### src/rtl/wr_ptr_full_ctrl.sv
// Write-domain pointer and flag controller for an async FIFO. It synchronizes the read
// pointer, advances the gray write pointer, and produces full, almost-full, level and overflow.
module wr_ptr_full_ctrl #(
  parameter int ADDR_SIZE   = 4,
  parameter int SYNC_STAGES = 2
) (
  input  logic                 wr_clk,
  input  logic                 wr_rst,
  input  logic [ADDR_SIZE:0]   rd_gray_ptr,
  input  logic                 wr_inc,
  input  logic [ADDR_SIZE:0]   wr_afull_thresh,
  input  logic                 wr_ovf_clr,
  output logic                 wr_en_mem,
  output logic [ADDR_SIZE-1:0] wr_addr,
  output logic [ADDR_SIZE:0]   wr_ptr,
  output logic                 wr_full,
  output logic                 wr_afull,
  output logic [ADDR_SIZE:0]   wr_level,
  output logic                 wr_overflow
);

  localparam int PW = ADDR_SIZE + 1;

  logic [PW-1:0] rq [SYNC_STAGES];
  logic [PW-1:0] rq_g;
  logic [PW-1:0] rq_bin;
  logic [PW-1:0] wr_bin;
  logic [PW-1:0] wr_bin_next;
  logic [PW-1:0] wr_gray_next;
  logic [PW-1:0] full_match;
  logic [PW-1:0] level_next;
  logic          push;

  // Plain flop chain for the asynchronous read pointer; nothing may sit between stages.
  // NOTE: the synchronizer array is reset like any other register so the first compare after
  // reset sees a known pointer; this is a handful of flops, not a RAM.
  always_ff @(posedge wr_clk or posedge wr_rst) begin
    if (wr_rst) begin
      for (int i = 0; i < SYNC_STAGES; i++) rq[i] <= '0;
    end else begin
      // NOTE: non-blocking assignments let each stage take its neighbour's old value.
      rq[0] <= rd_gray_ptr;
      for (int i = 1; i < SYNC_STAGES; i++) rq[i] <= rq[i-1];
    end
  end

  assign rq_g = rq[SYNC_STAGES-1];

  // Gray to binary: each bit is the XOR of itself and every more-significant gray bit.
  always_comb begin
    // NOTE: default assignment first so no path through the loop leaves a bit unassigned.
    rq_bin            = '0;
    rq_bin[ADDR_SIZE] = rq_g[ADDR_SIZE];
    for (int i = ADDR_SIZE - 1; i >= 0; i--) rq_bin[i] = rq_bin[i+1] ^ rq_g[i];
  end

  assign push         = wr_inc & ~wr_full;
  assign wr_bin_next  = wr_bin + {{ADDR_SIZE{1'b0}}, push};
  assign wr_gray_next = (wr_bin_next >> 1) ^ wr_bin_next;
  // Full when the write pointer is one lap ahead: top two gray bits inverted, rest equal.
  assign full_match   = {~rq_g[ADDR_SIZE:ADDR_SIZE-1], rq_g[ADDR_SIZE-2:0]};
  assign level_next   = wr_bin_next - rq_bin;

  assign wr_en_mem = push;
  assign wr_addr   = wr_bin[ADDR_SIZE-1:0];

  always_ff @(posedge wr_clk or posedge wr_rst) begin
    if (wr_rst) begin
      wr_bin      <= '0;
      wr_ptr      <= '0;
      wr_full     <= 1'b0;
      wr_afull    <= 1'b0;
      wr_level    <= '0;
      wr_overflow <= 1'b0;
    end else begin
      wr_bin   <= wr_bin_next;
      wr_ptr   <= wr_gray_next;
      wr_full  <= (wr_gray_next == full_match);
      wr_level <= level_next;
      wr_afull <= (level_next >= wr_afull_thresh);
      // A write attempt while full wins over a clear arriving in the same cycle.
      if (wr_inc && wr_full) wr_overflow <= 1'b1;
      else if (wr_ovf_clr)   wr_overflow <= 1'b0;
    end
  end

endmodule
### config.mk
export PLATFORM = sky130hd
export DESIGN_NAME = wr_ptr_full_ctrl
export DESIGN_NICKNAME = d
export VERILOG_FILES = /design/src/rtl/wr_ptr_full_ctrl.sv
export SDC_FILE = /design/constraint.sdc
export NUM_CORES = 1
export LEC_CHECK = 0
export CAP_MARGIN = 20
export CORE_MARGIN = 2
export CORE_UTILIZATION = 45
export CTS_BUF_LIST = sky130_fd_sc_hd__clkbuf_8
export DETAILED_ROUTE_END_ITERATION = 16
export MAX_ROUTING_LAYER = met4
export PLACE_DENSITY = 0.82
export SYNTH_ARGS = -nofsm -noshare
export SYNTH_HDL_FRONTEND = slang
export SYNTH_SLANG_ARGS = --single-unit
### constraint.sdc
create_clock -name wr_clk -period 3.2 [get_ports wr_clk]
set_input_delay 0.32 -clock wr_clk [delete_from_list [all_inputs] [get_ports wr_clk]]
set_output_delay 0.32 -clock wr_clk [all_outputs]
set_load 0.02 [all_outputs]
# Word-level counts from Yosys, hierarchy flattened
# Cells that the tools add are included.
# classes
bitwise	8
mux	2
reduce_logical	2
n_addsub	2
eq_ne	1
magnitude_cmp	1
# op_table
op	n
5-bit by 1-bit adder with 5-bit output	1
5-bit == test	1
5-bit >= comparator	1
5-bit subtractor	1
4-bit by 5-bit bitwise XOR with 5-bit output	1
1-bit bitwise XOR	4
1-bit two-way mux	2
2-bit inverter	1
2-bit nonzero test	1
1-bit AND	1
1-bit logical AND	1
1-bit inverter	1
# word_totals
elab_cells	24
regBits	28
in_bits	14
out_inout_bits	18

# Longest topological paths before layout
# logic_depth
depth_word	6
mapped_depth	12
mapped_depth_nobuf	12

# Least setup slack after synthesis
# OpenSTA, ideal clock, no wires.
# synth_timing
kind	register -> register
startpoint	register wr_full
endpoint	register wr_afull
required_ns	3.082
setup_ns	0.118
n_path_buf	0
path_slack_ns	0.183
synth_period_minus_slack_ns	3.017
t_arrival_ns	2.899
stages_incl_launch_ff	11
path_cell_list	dfrtp_1 -> nor2b_1 -> ha_1 -> ha_1 -> xor2_1 -> ha_1 -> xnor2_1 -> ha_1 -> a21o_1 -> a21o_1 -> a21o_1
# synth_via
elab_chain_len	5
# synth_lines
element	line	rtl
from (decl)	16	output logic wr_full,
from (signal assigned)	78	wr_full <= (wr_gray_next == full_match);
1-bit inverter	57	assign push = wr_inc & ~wr_full;
1-bit AND	57	
named net wr_en_mem	13	output logic wr_en_mem,
5-bit by 1-bit adder with 5-bit output	58	assign wr_bin_next = wr_bin + {{ADDR_SIZE{1'b0}}, push};
named net wr_bin_next[2]	28	logic [PW-1:0] wr_bin_next;
5-bit subtractor	62	assign level_next = wr_bin_next - rq_bin;
named net level_next[2]	31	logic [PW-1:0] level_next;
5-bit >= comparator	80	wr_afull <= (level_next >= wr_afull_thresh);
to (signal assigned)	80	
to (decl)	17	output logic wr_afull,
# The timed path passes the listed nets, and every way through them passes these cells.
# A chain may end at the register's enable or synchronous reset.

# Final worst setup path
# layout_timing
startpoint	register rq (netlist bit rq_g[4])
endpoint	register wr_afull
# layout_via
elab_chain_len	6
# layout_lines
element	line	rtl
from (decl)	24	logic [PW-1:0] rq [SYNC_STAGES];
1-bit bitwise XOR (*) (3 in a row)	54	for (int i = ADDR_SIZE - 1; i >= 0; i--) rq_bin[i] = rq_bin[i+1] ^ rq_g[i];
1-bit bitwise XOR	54	
5-bit subtractor (*)	62	
named net level_next[1]	31	
5-bit >= comparator (*)	80	
# Mark *: on every way through the listed nets, which the timed path passes. The rest lies on a longest branch.

==> results.ini <==
[floorplanning]
die_area_mm2=0.00316
die_y_um=56.2
die_w_um=56.2
pin_count=32
row_count=18
start_util=0.486
core_mm2=0.00252

[sta]
slew_headroom=0.791
fin_worst_skew_ps=2.31
fmax_mhz=332
finalHoldViolCount=0
final.period_utilization=0.940
slew_viol_final=0
tns_ps=0
finalWorstSetupSlack_ps=192
tightest_slew_ps=311
fin_crit_ps=3010
final-setup-viol-count=0

[pwr]
power.total_mw=1.94
p_per_area_mw_per_mm2=1140
ir_drop_uv=851
leakagePower_nw=0.813

[finish]
fin_nets=163
syn_to_final_growth_pct=38.0
final_common_cell=clkdlybuf4s50_1
layout_common_cells=31 x clkdlybuf4s50_1, 27 x dfrtp_1, 14 x inv_1, 11 x ha_1, 10 x xnor2_1
n_antenna_cell=0
post-route-util=0.671
fin_area_mm2=0.00169
post_route_cells_drive_above_1_share=0.0956

[grt]
grt_max_degree=28
grt_pass1_vias=815
grt.total_usage=0.147
antenna_found_initial=0
grt_first_pass_wirelength_um=3530
gr-total-overflow=0

[synthesis]
syn_inst=97
syn-num-nets=123
yosys.area.top_type=dfrtp_1
yosysTopAreaCellShare=0.551
seq_area_frac_synth=0.551
synth.area.top_cells=dfrtp_1 55%, ha_1 11%, xnor2_1 7.9%
ys_seq_elements=27
ys_types=19
syn_area_per_cell_um2=12.6
synth_warnings=0
syn_area_mm2=0.00123

[place]
gp_congestion=0.838
dp_hpwl_um=1590
dpl_worst_slack_ps=18.8
numPortBuffers=31
placed_area_mm2=0.00160

[setup_path]
crit_type=flop to flop
required_ps=3360
r2r-start=rq_g[4]
timing.rr.end=wr_afull
end_kind=flop
reg2reg_depth=12
crit_arrival_ps=3170
path_max_fanout=3
start_kind=flop
r2r_setup_slack_ps=190

[clocking]
post_cts_buffers=0
path_clk_slew_ps=80
numCtsBuffers=3
cts_tree=built
cts_resized=0
cts.sinks=27
clk_latency_ps=270
h-tree-depth=1
hold_buffers=0
cts_root_buf=clkbuf_8
cts_buffer_depth=2

[routing]
drtAntennaViolNets=0
post-route-drc-count=0
drt_iter0_drc=11
wl_um=2140
dr_total_vias=813
via_per_inst=4.90
wl_per_cell_um=12.9
drt_first_pass_iters=4

[outcome]
outcome=finished clean

[run]
maxCapViolCount=0

[hold_path]
hold_path_class=input pin to async pin

## critical path, cell delays in order (launching register included)
cell     delay, ps
dfrtp_1        430
xnor2_2        240
xor2_2         240
xor2_2         210
xnor2_1        100
ha_1           220
fa_1           490
inv_1           50
ha_1           270
a21o_1         150
a21o_1         170
a21o_1         170
a21o_1         170
## per-stage QoR
step                instances  hold slack [ps]
floorplan                  97              331
global placement          161              332
detailed placement        161              336
CTS                       165              356
global route              166              220
finish                    166              222
## how the worst max path moves through the flow
| stage | end | startpoint | cells after the start | slack [ps] |
|---|---|---|---|---|
| after floorplan | wr_afull | wr_full | 10 | 180 |
| after global placement | wr_afull | wr_inc | 12 | 90 |
| after detailed placement | wr_afull | wr_inc | 11 | 20 |
| after CTS | wr_afull | rq_g[4] | 12 | 40 |
| after global routing | wr_afull | rq_g[4] | 12 | -8 |
| final | wr_afull | rq_g[4] | 12 | 190 |
## flip-flops by register name, indices dropped and copies added, names as in the netlist
register / count
rq: 5
wr_overflow: 1
wr_level: 5
wr_afull: 1
rq_g: 5
wr_full: 1
wr_ptr: 4
wr_bin: 5
## layer usage
| metal | share of wire | vias to the layer above | GRT usage | routed length [um] |
|---|---|---|---|---|
| met2 | 0.50 | 25 | 0.235 | 1070 |
| met5 | 0 | - | - | 0 |
| met3 | 0.042 | 5 | 0.0233 | 90 |
| met1 | 0.44 | 396 | 0.187 | 936 |
| met4 | 0.019 | 0 | 0.0612 | 40 |
| li1 | - | 387 | - | - |
## final cells by class
type,count,area (um2)
well taps,30,37.5
fillers,208,831
repair buffers,35,360
clock buffers,3,41.3
multi-input cells,57,524
flip-flops and latches,27,676
inverters,13,48.8
clock inverters,1,3.75
## Yosys cell counts (all sizes together)
master  count
nor4        1
nand3       2
o21ai       1
a21o        6
xnor3       1
fa          1
ha         11
a21oi       4
mux2        1
a31oi       1
dfrtp      27
nand2       4
xnor2      11
xor2        8
nor2        2
inv        13
nor2b       2
nand2b      1
## logic make-up after synthesis
kind of cell / after synthesis / share of synthesized area
flops: 27 / 0.551
xor+xnor: 20 / 0.154
buf+inv: 13 / 0.0398
compound gates: 12 / 0.0653
fa+ha+maj: 12 / 0.129
simple gates: 12 / 0.0520
mux: 1 / 0.00918
## where the power goes
part	internal (mW)	total, mW	switching, mW
Combinational	0.608	1.21	0.601
Sequential	0.468	0.544	0.0765
Clock	0.0859	0.183	0.0972
Note: power is estimated with default switching activity, not from simulation.
